## src/rtl/reg_dump_reader.sv

```systemverilog
// ---------------------------------------------------------------------------
// reg_dump_reader
//
// Debug read-back engine for the integer register file. When started, it
// walks an inclusive address range (which may wrap past the top register)
// through one asynchronous register-file read port. Each (address, data)
// pair is streamed out over a valid/ready interface to the debug/trace unit.
//
// Ports
//   clk         clock; all state updates on the rising edge
//   rst         asynchronous, active-low reset
//   start       begin a dump (only honoured while idle)
//   abort       synchronous cancel; overrides every other input
//   first_addr  first register of the range (latched on accepted start)
//   last_addr   last register of the range, inclusive (latched likewise)
//   raddr       register-file read address
//   rdata       register-file read data, combinational from raddr
//   dump_valid  output word valid
//   dump_ready  consumer accepts the output word
//   dump_addr   register address of the current output word
//   dump_data   register value of the current output word
//   busy        high whenever a dump is in progress (state != IDLE)
//   done        one-cycle pulse after the final word has been accepted
// ---------------------------------------------------------------------------
module reg_dump_reader #(
    parameter int NUM_REGS = 32,
    parameter int ADDR_W   = 5,
    parameter int DATA_W   = 32
) (
    input  logic              clk,
    input  logic              rst,
    input  logic              start,
    input  logic              abort,
    input  logic [ADDR_W-1:0] first_addr,
    input  logic [ADDR_W-1:0] last_addr,
    output logic [ADDR_W-1:0] raddr,
    input  logic [DATA_W-1:0] rdata,
    output logic              dump_valid,
    input  logic              dump_ready,
    output logic [ADDR_W-1:0] dump_addr,
    output logic [DATA_W-1:0] dump_data,
    output logic              busy,
    output logic              done
);

    typedef enum logic [1:0] {
        IDLE  = 2'd0,
        FETCH = 2'd1,
        SEND  = 2'd2,
        DONE  = 2'd3
    } state_t;

    state_t            state_q, state_d;
    logic [ADDR_W-1:0] addr_q, addr_d;
    logic [ADDR_W-1:0] last_q, last_d;
    logic [ADDR_W-1:0] dump_addr_q, dump_addr_d;
    logic [DATA_W-1:0] data_q, data_d;

    // Address increment modulo NUM_REGS, so a range like 30..1 walks
    // 30, 31, 0, 1 even if NUM_REGS is not a power of two.
    function automatic logic [ADDR_W-1:0] next_addr(input logic [ADDR_W-1:0] a);
        if (a == ADDR_W'(NUM_REGS - 1)) begin
            return '0;
        end
        return a + 1'b1;
    endfunction

    // ---------------------------------------------------------------------
    // Next-state and datapath update logic
    // ---------------------------------------------------------------------
    always_comb begin
        state_d     = state_q;
        addr_d      = addr_q;
        last_d      = last_q;
        dump_addr_d = dump_addr_q;
        data_d      = data_q;

        unique case (state_q)
            IDLE: begin
                if (start && !abort) begin
                    addr_d  = first_addr;
                    last_d  = last_addr;
                    state_d = FETCH;
                end
            end

            FETCH: begin
                if (abort) begin
                    state_d = IDLE;
                end else begin
                    // Snapshot of the register at the end of this cycle.
                    data_d      = rdata;
                    dump_addr_d = addr_q;
                    state_d     = SEND;
                end
            end

            SEND: begin
                // abort wins even when the consumer is ready this cycle:
                // the word in flight counts as not transferred.
                if (abort) begin
                    state_d = IDLE;
                end else if (dump_ready) begin
                    if (addr_q == last_q) begin
                        state_d = DONE;
                    end else begin
                        addr_d  = next_addr(addr_q);
                        state_d = FETCH;
                    end
                end
            end

            DONE: begin
                // abort has no effect here; done is already being reported.
                state_d = IDLE;
            end

            default: begin
                state_d = IDLE;
            end
        endcase
    end

    // ---------------------------------------------------------------------
    // State and datapath registers
    // ---------------------------------------------------------------------
    always_ff @(posedge clk or negedge rst) begin
        if (!rst) begin
            state_q     <= IDLE;
            addr_q      <= '0;
            last_q      <= '0;
            dump_addr_q <= '0;
            data_q      <= '0;
        end else begin
            state_q     <= state_d;
            addr_q      <= addr_d;
            last_q      <= last_d;
            dump_addr_q <= dump_addr_d;
            data_q      <= data_d;
        end
    end

    // ---------------------------------------------------------------------
    // Outputs: all decoded from registers, no input-to-output path except
    // through the external register file (raddr -> rdata).
    // ---------------------------------------------------------------------
    assign raddr      = addr_q;
    assign dump_addr  = dump_addr_q;
    assign dump_data  = data_q;
    assign dump_valid = (state_q == SEND);
    assign busy       = (state_q != IDLE);
    assign done       = (state_q == DONE);

endmodule

```

## config.mk

```make
export PLATFORM = sky130hd
export DESIGN_NAME = reg_dump_reader
export DESIGN_NICKNAME = d
export VERILOG_FILES = /design/src/rtl/reg_dump_reader.sv
export SDC_FILE = /design/constraint.sdc
export NUM_CORES = 1
export LEC_CHECK = 0
export ABC_AREA = 1
export BUFFER_PORTS_ARGS = -buffer_cell sky130_fd_sc_hd__buf_2
export CELL_PAD_IN_SITES_DETAIL_PLACEMENT = 0
export CELL_PAD_IN_SITES_GLOBAL_PLACEMENT = 1
export CORE_ASPECT_RATIO = 1.1
export CORE_MARGIN = 2
export CORE_UTILIZATION = 31
export DETAILED_ROUTE_END_ITERATION = 8
export PLACE_DENSITY_LB_ADDON = 0.1
export REMOVE_ABC_BUFFERS = 1
export SYNTH_ARGS = -nofsm -noshare
export SYNTH_HDL_FRONTEND = slang
export SYNTH_SLANG_ARGS = --single-unit
```

## constraint.sdc

```tcl
create_clock -name clk -period 1.4 [get_ports clk]
set_clock_uncertainty 0.05 [all_clocks]
set_input_delay 0.28 -clock clk [delete_from_list [all_inputs] [get_ports clk]]
set_output_delay 0.28 -clock clk [all_outputs]
set_load 0.005 [all_outputs]
```

==> flow_summary.toml <==
[yosys]
synthesis.area_um2 = 2070
yosysTopAreaCell = "dfrtp_1"
synth_edf_count = 0
synth_area_per_cell_um2 = 11.3
ys_seq_area_frac = 0.591
ys_types = 18
netlist.area_leader.share = 0.591
synth_seq_cells = 49
ys_async_sr_fraction = 1.00
post-synth-top-count-cell = "dfrtp_1"
synth.area.top_cells = "dfrtp_1 59%, mux2_2 18%, nand2_1 7.2%"
synth_cells = 183
synth_ff_type = "dfrtp_1"
ys.warnings.count = 0
synth_common_cells = "49 x dfrtp_1, 40 x nand2_1, 34 x mux2_2"

[setup_path]
crit_type = "reg -> reg"
path_common_cell = "nand2_1"
path_buf_inv = 0
worstPathArrival_ns = 1.63
crit_slowest_cell = "dfrtp_1"
crit_path_end_kind = "flip-flop"
cp.required_ns = 1.58
worstSetupPathDepth = 8
crit_chain = "ha_2 > nand2_1 > nor2_1 > ha_2 > or2_4 > o21ai_2 > nand2_1 > nand2_1"
path_max_fanout = 3
rr_worst_depth = 8
max_stage_delay_ns = 0.39
cp_top_family = "simple AND/OR/NAND/NOR gates"
start_kind = "flip-flop"

[global_route]
antenna_found_initial = 0
grt_pass1_vias = 1601
grt_use_total = 0.124
grt_first_pass_wirelength_mm = 7.18
grt_max_degree = 50
overflow = 0

[drt]
num_vias = 1647
routed_wl_mm = 4.68
drc = 0
via_per_inst = 4.35
dr.first_iter.drc_count = 27
ant_nets = 0
dr.pass1.iters = 4
routedWlPerCell_um = 12.4

[run]
max-cap-violations = 0

[placement]
port_buffers = 91
gp_congestion = 0.801
dpl_cell_area_um2 = 2760
hpwl_mm = 3.38

[sta]
layout_min_cycle_time_ns = 1.45
worst_slack_ns = -0.0489
final_max_slew_viol_count = 0
worst_pin_slew_ns = 0.263
fmax_mhz = 690
hold_viol_final = 0
finalCritPeriodShare = 1.03
finalSetupViolations = 6
max_slew_margin = 0.825
rsz0062_at_grt = "true"

[floorplanning]
die-area_um2 = 7360
die_x_um = 82.0
core.rowCount = 31
coreArea_um2 = 6520
io_pins = 92
fp.dieH_um = 89.8
start_util = 0.318

[power_and_ir_drop]
cellPowerDensity_nw_per_um2 = 1440
ir_drop_uv = 500
power.leakage_nw = 1.56

[cells_and_area]
final_area_um2 = 2980
fin_util = 0.457
num_antenna_cells = 0
drive_above_1_share = 0.582
area_growth_pct = 43.4
nNetsFinal = 346

[clock_tree]
root_buffer = "clkbuf_8"
numClockSinks = 49
cts_tree = "yes"
insertion_delay_ns = 0.29
clk_pin_slew_ns = 0.09
cts_buffers = 5
clk_path_buf_depth = 2
htreeDepth = 2

[run_status]
run_status = "finished, violations left"
violations = "negative setup slack"

[min_path]
min_path_type = "in -> reg"
hold_depth = 2
[where the power goes]
part,total (mW),switching [mW],internal [mW],leakage (nW)
clock network,0.966,0.447,0.520,0.0540
registers,2.00,0.192,1.81,0.586
logic,1.30,0.561,0.743,0.923
[cell families (layout without fill, tap and decap cells)]
logic type,Yosys count,after routing,synth area share
XOR/XNOR,3,3,0.0127
adder cells (fa/ha/maj),2,2,0.0121
AND/OR/NAND/NOR,62,62,0.127
multiplexers,34,34,0.185
AO/OA/AOI/OAI,13,13,0.0338
buffers and inverters,20,134,0.0392
flip-flops,49,49,0.591
[registers in the layout (all words and copies together) (netlist names)]
signal     count
dump_addr      5
dump_data     32
last_q         5
raddr          5
state_q        2
[placed cells by master (no fill, tap or decap), types with 2 or more instances in the layout]
| master | n |
|---|---|
| nand2_1 | 37 |
| buf_12 | 2 |
| nor2_2 | 3 |
| inv_1 | 12 |
| nand3_1 | 7 |
| buf_6 | 2 |
| mux2_2 | 33 |
| buf_2 | 91 |
| buf_4 | 15 |
| inv_2 | 3 |
| nand3_2 | 3 |
| o21ai_2 | 3 |
| dfrtp_1 | 48 |
| o211ai_1 | 2 |
| a21oi_1 | 4 |
| o21ai_0 | 4 |
| nand2_2 | 3 |
| xnor2_1 | 2 |
| clkbuf_8 | 5 |
| nor2_1 | 6 |
| ha_2 | 2 |
| nor2_4 | 2 |
[timing repair]
item / 4_1_cts / 5_1_grt
resized for setup: 6 / 14
setup endpoints to repair: 7 / 38
cloned: 0 / 1
setup buffers: 3 / 0
hold endpoints to repair: 49 / 0
pin swaps: 4 / 3
hold buffers: 1 / 0
[per-stage QoR]
step	hold slack (ns)	TNS, ns	total power [mW]	worst slack (ns)	cells
5_1_grt	0.149	-2.04	4.58	-0.144	379
3_5_place_dp	0.242	-0.264	3.30	-0.0842	368
3_3_place_gp	0.245	-0.153	3.28	-0.0614	368
2_1_floorplan	-0.0656	-10.31	2.61	-0.287	178
6_report	0.159	-0.0919	4.27	-0.0489	379
4_1_cts	0.149	-0.292	4.31	-0.0462	378
[per-layer routing]
metal / vias up / global-route usage / wire length (um)
met5: - / 0 / 0
met2: 55 / 0.205 / 2190
li1: 818 / - / -
met3: 6 / 0.0382 / 369
met4: 0 / 0.0375 / 57
met1: 768 / 0.153 / 2060
[final cells by class]
class	count	area (um2)
Sequential cell	49	1230
Tap cell	82	103
Multi-Input combinational cell	114	820
Timing Repair Buffer	112	666
Inverter	15	56.3
Fill cell	660	3540
Clock inverter	2	35.0
Clock buffer	5	68.8
[final timing paths]
| path | start | end | slack (ns) |
|---|---|---|---|
| worst max register to register | raddr[1] | raddr[0] | -0.05 |
| min in group asynchronous | rst | dump_data[28] | 0.45 |
| worst min register to register | dump_addr[0] | dump_addr[0] | 0.44 |
| worst max-delay path | raddr[1] | raddr[0] | -0.05 |
| max in group asynchronous | rst | state_q[1] | 0.62 |
| worst min-delay path | rdata[16] | dump_data[16] | 0.16 |
(Power assumes the default switching activity.)
